$ cat config.mk
export PLATFORM = sky130hd
export DESIGN_NAME = pc_branch_unit_flat
export DESIGN_NICKNAME = d
export VERILOG_FILES = /design/src/rtl/pc_branch_unit_if.sv /design/src/rtl/pc_branch_unit.sv /design/src/flat_wrapper.sv
export SDC_FILE = /design/constraint.sdc
export NUM_CORES = 1
export LEC_CHECK = 0
export CORE_UTILIZATION = 56
export DETAILED_ROUTE_END_ITERATION = 12
export HOLD_SLACK_MARGIN = 0.1
export MAX_ROUTING_LAYER = met4
export PLACE_DENSITY = 0.79
export SKIP_CTS_REPAIR_TIMING = 1
export SYNTH_ARGS = -nofsm -noshare
export SYNTH_HDL_FRONTEND = slang
export SYNTH_SLANG_ARGS = --single-unit
$ cat constraint.sdc
create_clock -name clk -period 2.6 [get_ports clk]
set_input_delay 0.26 -clock clk [delete_from_list [all_inputs] [get_ports clk]]
set_output_delay 0.26 -clock clk [all_outputs]
set_load 0.02 [all_outputs]
$ cat src/rtl/pc_branch_unit_if.sv
// pc_branch_unit_if
//   Groups the strobes, the target and the observable state of the PC/branch
//   unit into one bundle.
//   master : the sequencer side. It drives enable, the instruction class
//            strobes, jump and target, and observes the PC and stack status.
//   slave  : the PC/branch unit itself.
//   Signals:
//     enable     advance strobe
//     jump       comparator result (condition holds)
//     is_branch  conditional jump
//     is_jmp     unconditional jump
//     is_call    call (push return address, then jump)
//     is_ret     return (pop, jump to popped address)
//     target     absolute jump/call target
//     pc         current program counter (registered)
//     flush      one-cycle pulse after a taken control transfer
//     depth      valid return-stack entries
//     stack_ovf  sticky: push while full
//     stack_unf  sticky: pop while empty
interface pc_branch_unit_if;
  logic        enable;
  logic        jump;
  logic        is_branch;
  logic        is_jmp;
  logic        is_call;
  logic        is_ret;
  logic [15:0] target;
  logic [15:0] pc;
  logic        flush;
  logic [3:0]  depth;
  logic        stack_ovf;
  logic        stack_unf;

  modport master (
    output enable, jump, is_branch, is_jmp, is_call, is_ret, target,
    input  pc, flush, depth, stack_ovf, stack_unf
  );

  modport slave (
    input  enable, jump, is_branch, is_jmp, is_call, is_ret, target,
    output pc, flush, depth, stack_ovf, stack_unf
  );
endinterface

$ cat src/rtl/pc_branch_unit.sv
// pc_branch_unit
//   Program counter with branch/jump/call/return handling and a small
//   circular return-address stack.
//   Ports:
//     clk    sole clock, rising edge
//     rst_n  asynchronous active-low reset
//     bus    pc_branch_unit_if.slave (strobes/target in, pc/flush/stack status out)
//   Parameters:
//     RESET_PC   PC value loaded on reset
//     RAS_DEPTH  return-address stack depth, 2..8
//   Every output comes straight from a register.
module pc_branch_unit #(
  parameter logic [15:0] RESET_PC  = 16'h0000,
  parameter int          RAS_DEPTH = 4
) (
  input  logic             clk,
  input  logic             rst_n,
  pc_branch_unit_if.slave  bus
);

  if (RAS_DEPTH < 2 || RAS_DEPTH > 8) begin : g_bad_depth
    $error("pc_branch_unit: RAS_DEPTH must be in 2..8");
  end

  localparam int              PTR_W     = (RAS_DEPTH > 4) ? 3 : (RAS_DEPTH > 2) ? 2 : 1;
  localparam logic [PTR_W-1:0] PTR_MAX  = PTR_W'(RAS_DEPTH - 1);
  localparam logic [3:0]       DEPTH_MAX = 4'(RAS_DEPTH);

  logic [15:0]      stack_mem [RAS_DEPTH];
  logic [PTR_W-1:0] top_q, top_d;
  logic [PTR_W-1:0] top_up, top_dn;
  logic [15:0]      pc_q, pc_d, pc_inc;
  logic             flush_q, flush_d;
  logic [3:0]       depth_q, depth_d;
  logic             ovf_q, ovf_d;
  logic             unf_q, unf_d;
  logic             push;

  assign pc_inc = pc_q + 16'd1;

  // Pointer arithmetic wraps at RAS_DEPTH, which need not be a power of two.
  assign top_up = (top_q == PTR_MAX) ? '0 : top_q + 1'b1;
  assign top_dn = (top_q == '0) ? PTR_MAX : top_q - 1'b1;

  always_comb begin
    pc_d    = pc_q;
    flush_d = 1'b0;
    depth_d = depth_q;
    top_d   = top_q;
    ovf_d   = ovf_q;
    unf_d   = unf_q;
    push    = 1'b0;
    if (bus.enable) begin
      if (bus.is_ret) begin
        if (depth_q != 4'd0) begin
          pc_d    = stack_mem[top_q];
          top_d   = top_dn;
          depth_d = depth_q - 4'd1;
          flush_d = 1'b1;
        end else begin
          // Empty-stack return degrades to a sequential step.
          pc_d  = pc_inc;
          unf_d = 1'b1;
        end
      end else if (bus.is_call) begin
        // When full, advancing the top pointer lands on the oldest entry,
        // so the write below overwrites it and depth stays saturated.
        push    = 1'b1;
        top_d   = top_up;
        pc_d    = bus.target;
        flush_d = 1'b1;
        if (depth_q == DEPTH_MAX) begin
          ovf_d = 1'b1;
        end else begin
          depth_d = depth_q + 4'd1;
        end
      end else if (bus.is_jmp || (bus.is_branch && bus.jump)) begin
        pc_d    = bus.target;
        flush_d = 1'b1;
      end else begin
        pc_d = pc_inc;
      end
    end
  end

  always_ff @(posedge clk or negedge rst_n) begin
    if (!rst_n) begin
      pc_q    <= RESET_PC;
      flush_q <= 1'b0;
      depth_q <= 4'd0;
      top_q   <= '0;
      ovf_q   <= 1'b0;
      unf_q   <= 1'b0;
    end else begin
      pc_q    <= pc_d;
      flush_q <= flush_d;
      depth_q <= depth_d;
      top_q   <= top_d;
      ovf_q   <= ovf_d;
      unf_q   <= unf_d;
    end
  end

  // Stack contents are don't-care after reset, so no reset on the storage.
  always_ff @(posedge clk) begin
    if (rst_n && push) begin
      stack_mem[top_up] <= pc_inc;
    end
  end

  assign bus.pc        = pc_q;
  assign bus.flush     = flush_q;
  assign bus.depth     = depth_q;
  assign bus.stack_ovf = ovf_q;
  assign bus.stack_unf = unf_q;

endmodule

$ cat src/flat_wrapper.sv
// flat-port wrapper written by rule: the top's interface ports become plain ports
module pc_branch_unit_flat 
#(
  parameter logic [15:0] RESET_PC  = 16'h0000,
  parameter int          RAS_DEPTH = 4
)
  (clk, rst_n, bus_enable, bus_jump, bus_is_branch, bus_is_jmp, bus_is_call, bus_is_ret, bus_target, bus_pc, bus_flush, bus_depth, bus_stack_ovf, bus_stack_unf);
  pc_branch_unit_if bus_i ();
  input  logic clk;
  input  logic rst_n;
  input wire logic [$bits(bus_i.enable)-1:0] bus_enable;
  input wire logic [$bits(bus_i.jump)-1:0] bus_jump;
  input wire logic [$bits(bus_i.is_branch)-1:0] bus_is_branch;
  input wire logic [$bits(bus_i.is_jmp)-1:0] bus_is_jmp;
  input wire logic [$bits(bus_i.is_call)-1:0] bus_is_call;
  input wire logic [$bits(bus_i.is_ret)-1:0] bus_is_ret;
  input wire logic [$bits(bus_i.target)-1:0] bus_target;
  output wire logic [$bits(bus_i.pc)-1:0] bus_pc;
  output wire logic [$bits(bus_i.flush)-1:0] bus_flush;
  output wire logic [$bits(bus_i.depth)-1:0] bus_depth;
  output wire logic [$bits(bus_i.stack_ovf)-1:0] bus_stack_ovf;
  output wire logic [$bits(bus_i.stack_unf)-1:0] bus_stack_unf;
  assign bus_i.enable = bus_enable;
  assign bus_i.jump = bus_jump;
  assign bus_i.is_branch = bus_is_branch;
  assign bus_i.is_jmp = bus_is_jmp;
  assign bus_i.is_call = bus_is_call;
  assign bus_i.is_ret = bus_is_ret;
  assign bus_i.target = bus_target;
  assign bus_pc = bus_i.pc;
  assign bus_flush = bus_i.flush;
  assign bus_depth = bus_i.depth;
  assign bus_stack_ovf = bus_i.stack_ovf;
  assign bus_stack_unf = bus_i.stack_unf;
  pc_branch_unit #(.RESET_PC(RESET_PC), .RAS_DEPTH(RAS_DEPTH)) u_core (.clk(clk), .rst_n(rst_n), .bus(bus_i));
endmodule
Yosys cells after proc, flatten, opt, wreduce, memory -nomap -nowiden
Memories as Yosys holds them, arrays and structs flattened.
Cells that the tools add are included.
- memory bits (writable): 64
- logic and storage cells: 51
- memories kept: 1
- flip-flop bits (word level): 25
- output and inout port bits: 23
- bitwise gates (word level): 2
- reductions and logical operators: 10
- muxes and demuxes: 23
- equal/unequal tests: 4
- add/sub/neg operators: 5
- memories (name ; depth ; bits a word ; read ports ; clocked after Yosys merged registers in ; wr ports ; RTL line ; source):
    u_core.stack_mem ; 4 ; 16 ; 1 ; 0 ; 1 ; pc_branch_unit.sv:29 ; logic [15:0] stack_mem [RAS_DEPTH];
- operators by type and width (cell ; count):
    16-bit two-way mux ; 4
    16-bit by 1-bit adder with 16-bit output (second input constant) ; 1
    4-bit two-way mux ; 4
    1-bit two-way mux ; 10
    2-bit two-way mux ; 5
    4-bit AND reduction ; 2
    3-bit AND reduction ; 2
    4-bit by 1-bit adder with 4-bit output (second input constant) ; 1
    4-bit by 3-bit equality test with 1-bit output (second input constant) ; 1
    4-bit nonzero test ; 1
    4-bit by 1-bit subtractor with 4-bit output (second input constant) ; 1
    2-bit by 1-bit adder with 2-bit output (second input constant) ; 1
    2-bit equality test (second input constant) ; 1
    1-bit logical AND ; 2
    2-bit zero test ; 1
    2-bit by 1-bit != test with 1-bit output (second input constant) ; 1
    2-bit != test (second input constant) ; 1
    1-bit inverter ; 2
    2-bit nonzero test ; 1
    2-bit by 1-bit subtractor with 2-bit output (second input constant) ; 1
    1-bit logical OR ; 1

Logic depth before layout (Yosys ltp)
Gate-level depths: netlist of the first run.
- depth after elaboration: 6
- gate-level depth with buffers: 7
- depth with buffers taken out: 5

Worst setup path after synthesis of the first run
No wires, ideal clock.
- path kind: register to register
- start: register u_core.pc_q[0] (netlist: u_core.bus.pc[0])
- end: register u_core.pc_q[8] (netlist: u_core.bus.pc[8])
- arrival: 1875 ps
- cell stages (with the launch flop): 7
- data required time: 2461 ps
- path slack: 586 ps
- cells stage by stage: dfrtp_1 -> ha_1 -> nand3_1 -> clkbuf_1 -> o21ai_0 -> a31oi_1 -> or4b_1
- longest elaborated chain between the ends: 4
- elaborated cells between the ends (all ways): 5
- ends and longest elaborated chain (element ; RTL line ; source):
    start, declared ; pc_branch_unit.sv:32 ; logic [15:0] pc_q, pc_d, pc_inc;
    start signal, assigned ; pc_branch_unit.sv:95 ; pc_q <= pc_d;
    16-bit by 1-bit adder with 16-bit output * ; pc_branch_unit.sv:39 ; assign pc_inc = pc_q + 16'd1;
    16-bit two-way mux ; pc_branch_unit.sv:77 ; end else if (bus.is_jmp || (bus.is_branch && bus.jump)) begin
    16-bit two-way mux ; pc_branch_unit.sv:65 ; end else if (bus.is_call) begin
    16-bit two-way mux * ; pc_branch_unit.sv:54 ; if (bus.is_ret) begin
Every way passes the cells marked *; elsewhere a longest branch is shown, timed or not.
A chain may end at the register's enable or synchronous reset.

Worst setup path in the final report of the first run
- start: register u_core.pc_q[0] (netlist: u_core.bus.pc[0])
- end: register u_core.pc_q[4] (netlist: u_core.bus.pc[4])
- longest elaborated chain between the ends: 4
- elaborated cells between the ends (all ways): 5
- ends and longest elaborated chain (element ; RTL line):
    16-bit by 1-bit adder with 16-bit output * ; pc_branch_unit.sv:39
    via u_core.pc_inc[4] ; pc_branch_unit.sv:32
    16-bit two-way mux ; pc_branch_unit.sv:77
    16-bit two-way mux ; pc_branch_unit.sv:65
    16-bit two-way mux * ; pc_branch_unit.sv:54
Mark *: on every way through the listed nets, which the timed path passes. The rest lies on a longest branch.

==> flow_metrics.env, run 1 <==
export IMPL_status="finished clean"
export IMPL_grt_antenna_before_repair=0
export IMPL_yosysWarnings=0
export IMPL_arrival_ns=2.62
export IMPL_tns_ns=0
export IMPL_finalCriticalPeriod_ns=2.34
export IMPL_max_cap_violations=0
export IMPL_io_buffers=46
export IMPL_grtUsageMet2_pct=42.7
export IMPL_ys_ff_latch=89
export IMPL_powerDensity_nw_per_um2=932
export IMPL_cts_num_sinks=89
export IMPL_final_hold_viol_count=0
export IMPL_tightest_slew_ns=0.564
export IMPL_grt_met3_usage_pct=5.41
export IMPL_finalMaxSlewViolations=0
export IMPL_place_gp_congestion=0.871
export IMPL_busiest_layer="met2"
export IMPL_synth_edf_count=64
export IMPL_regToRegSetupSlack_ns=0.26
export IMPL_synth_net_count=355
export IMPL_final_antenna_net_count=0
export IMPL_use_met1_pct=37.1
export IMPL_critPathCaptureType="register"
export IMPL_cp_cell_sequence="ha_1 > nand3_1 > buf_4 > xnor2_1 > a22oi_1 > a21oi_1"
export IMPL_regArea_um2=2550
export IMPL_root_buffer="clkbuf_8"
export IMPL_track_usage_pct=27.9
export IMPL_avgSynthCellArea_um2=13.4
export IMPL_grt_pass1_wl_um=16300
export IMPL_clk_pin_slew_ns=0.09
export IMPL_fp_dieArea_um2=8060
export IMPL_critical_path_top_delay_family="flip-flops"
export IMPL_r2r_end="u_core.bus.pc[4]$_DFFE_PN0P_"
export IMPL_final_layout_size_suffix_gt1_share_pct=16.2
export IMPL_ys_flop_type="edfxtp_1"
export IMPL_rsz0062_at_grt="false"
export IMPL_synth_most_common_cell="edfxtp_1"
export IMPL_critPathBufInv=1
export IMPL_finalClockSkew_ns=0.0100
export IMPL_p_leak_nw=1.89
export IMPL_r2r_start="u_core.bus.pc[0]$_DFFE_PN0P_"
export IMPL_overflow=0
export IMPL_clk_latency_ns=0.36
export IMPL_instances_no_fill=494
export IMPL_multiInputGateArea_um2=1650
export IMPL_io_pins=47
export IMPL_place_hpwl_um=7300
export IMPL_timing_slew_headroom_pct=62.1
export IMPL_cp_slowest_cell="dfrtp_1"
export IMPL_die_h_um=89.8
export IMPL_grt_pass1_vias=3045
export IMPL_drc=0
export IMPL_synth_top_area_cell="edfxtp_1"
export IMPL_routed_via_count=3150
export IMPL_clockBufferDepth=2
export IMPL_synthesis_area_um2=4320
export IMPL_numCtsBuffers=9
export IMPL_period_share_pct=90.0
export IMPL_fmax_mhz=428
export IMPL_synthArstFlopShare_pct=28.1
export IMPL_crit_type="register to register"
export IMPL_fin_nets=422
export IMPL_core_area_um2=7370
export IMPL_die_w_um=89.8
export IMPL_synth_cells=323
export IMPL_ir_worst_vdd_v=0.000576
export IMPL_totalWireLength_um=10200
export IMPL_via_per_inst=6.38
export IMPL_path_max_fanout=10
export IMPL_diodes=0
export IMPL_start_util_pct=58.6
export IMPL_max_stage_delay_ns=0.52
export IMPL_drt_first_iter_violations=248
export IMPL_yosys_top_cells_area="edfxtp_1 45%, dfrtp_1 14%, mux4_2 8.3%"
export IMPL_ys_types=58
export IMPL_firstDrtPassIters=5
export IMPL_num_rows=31
export IMPL_synthToLayoutAreaGrowth_pct=20.9
export IMPL_ys_seq_area_share_pct=59.0
export IMPL_wl_per_cell_um=20.6
export IMPL_grt_max_degree=26
export IMPL_dp_cells=478
export IMPL_cts_tree="yes"
export IMPL_cts_max_level=3
export IMPL_critPathLaunchType="register"
export IMPL_hold_class="input pin to async pin"
export IMPL_ys_top_cells_by_count="64 x edfxtp_1, 26 x nand2_1, 25 x dfrtp_1"
export IMPL_r2r_cells=6
export IMPL_fillers=523
export IMPL_cp_data_required_time_ns=2.88
export IMPL_yosysTopAreaCellShare_pct=44.5
export IMPL_finalSetupViolCount=0
## how the worst max path moves through the flow
stage,startpoint,endpoint,slack [ns],cells after the start
floorplan,u_core.bus.pc[0]$_DFFE_PN0P_,u_core.bus.pc[8]$_DFFE_PN0P_,0.59,6
global placement,bus_is_ret,u_core.bus.pc[11]$_DFFE_PN0P_,0.42,6
detailed placement,u_core.bus.pc[0]$_DFFE_PN0P_,u_core.bus.pc[4]$_DFFE_PN0P_,0.36,6
CTS,u_core.bus.pc[0]$_DFFE_PN0P_,u_core.bus.pc[4]$_DFFE_PN0P_,0.38,6
global route,u_core.bus.pc[0]$_DFFE_PN0P_,u_core.bus.pc[4]$_DFFE_PN0P_,0.27,6
finish,u_core.bus.pc[0]$_DFFE_PN0P_,u_core.bus.pc[4]$_DFFE_PN0P_,0.26,6
## cells in the final DEF (no fill, tap or decap), types with 5 or more instances in the layout
cell type / synthesis / routed
clkdlybuf4s50_1: 0 / 46
nor3_1: 5 / 5
nand2_1: 26 / 26
dfrtp_1: 25 / 25
nor4_1: 6 / 6
a221oi_1: 5 / 5
or4_1: 7 / 7
a31oi_1: 9 / 9
o211ai_1: 5 / 5
buf_4: 0 / 26
mux4_2: 16 / 16
and2_1: 5 / 5
xnor2_1: 8 / 8
a21oi_1: 9 / 9
edfxtp_1: 64 / 64
nand3_1: 5 / 5
clkbuf_8: 0 / 9
nor2_1: 16 / 16
ha_1: 7 / 7
o21ai_0: 12 / 12
inv_1: 11 / 11
xor2_1: 5 / 5
## cells by family after synthesis
group                      after synthesis  share of synthesized area (%)
AOI/OAI and AO/OA                       69                           11.2
xor gates and xnor gates                13                           2.64
adders and majority gates                8                           2.49
buffers and inverters                   28                           2.72
DFF                                     89                           59.0
muxes                                   22                           9.80
and+or+nand+nor                         94                           12.1
## through the flow
| step | instance area, um^2 | hold slack (ns) | setup slack, ns | power [W] | util, % |
|---|---|---|---|---|---|
| after floorplan | 4320 | -0.0356 | 0.586 | 0.00324 | - |
| after global placement | 5020 | 0.450 | 0.425 | 0.00390 | 68.2 |
| after detailed placement | 5020 | 0.454 | 0.360 | 0.00395 | 68.2 |
| after CTS | 5220 | 0.314 | 0.383 | 0.00488 | 70.8 |
| after global routing | 5220 | 0.340 | 0.270 | 0.00511 | 70.8 |
| final | 5220 | 0.311 | 0.261 | 0.00486 | 70.8 |
## sequential cells by signal, summed over array words and instances, names as in the netlist
signal                count
u_core.top_q              2
u_core.bus.stack_unf      1
u_core.bus.stack_ovf      1
u_core.bus.pc            16
u_core.stack_mem         64
u_core.bus.depth          4
u_core.bus.flush          1
## layer usage
| metal | routed length, um | vias up | share of wire (%) |
|---|---|---|---|
| met3 | 839 | 27 | 8.2 |
| met1 | 4250 | 1541 | 42 |
| met4 | 294 | 0 | 2.9 |
| met2 | 4800 | 182 | 47 |
| li1 | - | 1400 | - |
| met5 | 0 | - | 0 |
## layout make-up
| cell class | count | area share [%] |
|---|---|---|
| tap | 99 | 2.37 |
| inverter | 12 | 0.863 |
| sequential | 89 | 48.8 |
| clock inverter | 6 | 1.29 |
| timing repair buffer | 72 | 12.6 |
| multi-input combinational | 206 | 31.6 |
| clock buffer | 10 | 2.45 |
## power by group
part / internal, W / switching, W / total [W] / leakage [nW]
Sequential: 0.00182 / 0.000312 / 0.00214 / 0.879
Combinational: 0.000857 / 0.000927 / 0.00178 / 0.925
Clock: 0.000448 / 0.000495 / 0.000943 / 0.0881
Note: power is estimated with default switching activity, not from simulation.
==> run 2, diff against run 1 <==
==> constraint.sdc (replaced) <==
create_clock -name clk -period 2.4 [get_ports clk]
set_input_delay 0.24 -clock clk [delete_from_list [all_inputs] [get_ports clk]]
set_output_delay 0.24 -clock clk [all_outputs]
set_load 0.02 [all_outputs]
==> run 2 against run 1 <==
Effect of this change: worst hold slack gained 0.041 ns; final area grew 0.26%; combinational power grew 17%; global-route usage grew 0.51 points; clock-buffer cell count shrank 1; utilization grew 0.19 points; sequential power grew 6%; via count grew 1.6%; largest cell class unchanged; highest routed layer unchanged.
==> flow_metrics.env, run 2 (same netlist as run 1, synthesis figures left out) <==
export IMPL_largest_reg_flops=64
export IMPL_place_hpwl_um=7510
export IMPL_seq_power_share_pct=42.6
export IMPL_start_util_pct=58.6
export IMPL_top_register="u_core.stack_mem"
export IMPL_wl_met2_um=5000
export IMPL_status="finished clean"
export IMPL_period_share_pct=86.1
export IMPL_num_rows=31
export IMPL_synthToLayoutAreaGrowth_pct=21.2
export IMPL_timing_slew_headroom_pct=58.5
export IMPL_fillers=529
export IMPL_totalWireLength_um=10600
export IMPL_mostFrequentLayoutCells="64 x edfxtp_1, 46 x clkdlybuf4s50_1, 30 x buf_4"
export IMPL_core_area_um2=7370
export IMPL_grt_pass1_wl_um=16800
export IMPL_clockBufferDepth=2
export IMPL_die_w_um=89.8
export IMPL_r2r_end="u_core.stack_mem[3][12]$_DFFE_PP_"
export IMPL_multiInputGateArea_um2=1650
export IMPL_fp_dieArea_um2=8060
export IMPL_finalSetupViolCount=0
export IMPL_crit_type="register to register"
export IMPL_io_pins=47
export IMPL_grt_pass1_vias=3178
export IMPL_numCtsBuffers=9
export IMPL_finalInstanceArea_um2=5230
export IMPL_top_layer="met4"
export IMPL_clk_latency_ns=0.36
export IMPL_internal_power_w=0.00334
export IMPL_io_buffers=46
export IMPL_root_buffer="clkbuf_8"
export IMPL_regArea_um2=2550
export IMPL_finalPower_w=0.00529
export IMPL_critPathLaunchType="register"
export IMPL_die_h_um=89.8
export IMPL_via_per_inst=6.42
export IMPL_tightest_slew_ns=0.618
export IMPL_finalCriticalPeriod_ns=2.07
export IMPL_powerDensity_nw_per_um2=1010
export IMPL_drc=0
export IMPL_finalClockSkew_ns=0.00755
export IMPL_p_leak_nw=1.92
export IMPL_fmax_mhz=484
export IMPL_cts_num_sinks=89
export IMPL_critPathCaptureType="register"
export IMPL_r2r_start="u_core.bus.pc[9]$_DFFE_PN0P_"
export IMPL_p_comb_share_pct=39.4
export IMPL_overflow=0
export IMPL_max_cap_violations=0
export IMPL_grt_max_degree=26
export IMPL_place_area_um2=5050
export IMPL_tns_ns=0
export IMPL_clk_pin_slew_ns=0.09
export IMPL_ir_worst_vdd_v=0.000657
export IMPL_track_usage_pct=28.4
export IMPL_clkPwrFrac_pct=18.0
export IMPL_diodes=0
export IMPL_rsz0062_at_grt="false"
export IMPL_cp_data_required_time_ns=2.53
export IMPL_path_max_fanout=8
export IMPL_wl_per_cell_um=21.3
export IMPL_hold_class="input pin to async pin"
export IMPL_wl_met3_um=949
export IMPL_final_hold_viol_count=0
export IMPL_finalMaxSlewViolations=0
export IMPL_routed_via_count=3199
export IMPL_drt_first_iter_violations=299
export IMPL_regToRegSetupSlack_ns=0.33
export IMPL_mostFrequentLayoutCell="edfxtp_1"
export IMPL_switchingPower_w=0.00195
export IMPL_swShare_pct=36.8
export IMPL_final_antenna_net_count=0
export IMPL_cts_max_level=3
export IMPL_arrival_ns=2.20
export IMPL_fin_nets=426
export IMPL_firstDrtPassIters=5
export IMPL_r2r_cells=3
export IMPL_cts_tree="yes"
export IMPL_final_layout_size_suffix_gt1_share_pct=17.3
export IMPL_grt_antenna_before_repair=0
export IMPL_place_gp_congestion=0.902
export IMPL_met1Wirelength_um=4380
run 2: cell types whose count changed in the layout (fill, tap and decap cells not counted):
cell        change
buf_4           +4
bufinv_16       -1
clkbuf_1        -1
clkinv_2        +1
clkinv_4        +3
clkinvlp_4      -3
inv_6           +1
run 2: power by group through the flow:
stage	combinational (W)	clock (W)	sequential [W]
after floorplan	0.00111	0	0.00240
after global placement	0.00202	0	0.00227
after detailed placement	0.00207	0	0.00228
after CTS	0.00207	0.000958	0.00225
after global routing	0.00223	0.00102	0.00229
final	0.00209	0.000951	0.00226
run 2: layout make-up:
type	instances	area share, %
Sequential cell	89	48.7
Clock inverter	7	1.05
Tap cell	99	2.37
Inverter	12	0.861
Multi-Input combinational cell	206	31.6
Timing Repair Buffer	76	13.1
Clock buffer	9	2.37
run 2: how the worst max path moves through the flow:
stage	startpoint	end	slack [ns]	cells after the start
2_1_floorplan	u_core.bus.pc[0]$_DFFE_PN0P_	u_core.bus.pc[8]$_DFFE_PN0P_	0.39	6
3_3_place_gp	bus_enable	u_core.bus.pc[11]$_DFFE_PN0P_	0.34	6
3_5_place_dp	bus_enable	u_core.bus.pc[11]$_DFFE_PN0P_	0.33	6
4_1_cts	u_core.bus.depth[0]$_DFFE_PN0P_	u_core.bus.depth[2]$_DFFE_PN0P_	0.37	4
5_1_grt	u_core.bus.pc[0]$_DFFE_PN0P_	u_core.stack_mem[3][14]$_DFFE_PP_	0.20	6
6_report	u_core.bus.pc[9]$_DFFE_PN0P_	u_core.stack_mem[3][12]$_DFFE_PP_	0.33	3
run 2: metrics by stage:
stage / instances / util, % / hold WS (ns) / setup slack (ns)
after floorplan: 323 / - / -0.0556 / 0.386
after global placement: 482 / 68.6 / 0.448 / 0.342
after detailed placement: 482 / 68.6 / 0.453 / 0.333
final: 498 / 71.0 / 0.353 / 0.335
after global routing: 498 / 71.0 / 0.380 / 0.196
after CTS: 498 / 71.0 / 0.363 / 0.370
run 2: per-layer routing:
metal,track usage (%),up-vias
met4,10.9,0
li1,-,1409
met2,42.3,199
met1,39.1,1568
met3,5.41,23
met5,-,-
run 2: critical path, cell delays in order (launching register included):
cell	delay (ns)
dfrtp_1	0.50
nand3_1	0.30
or4_1	0.67
xnor2_1	0.37
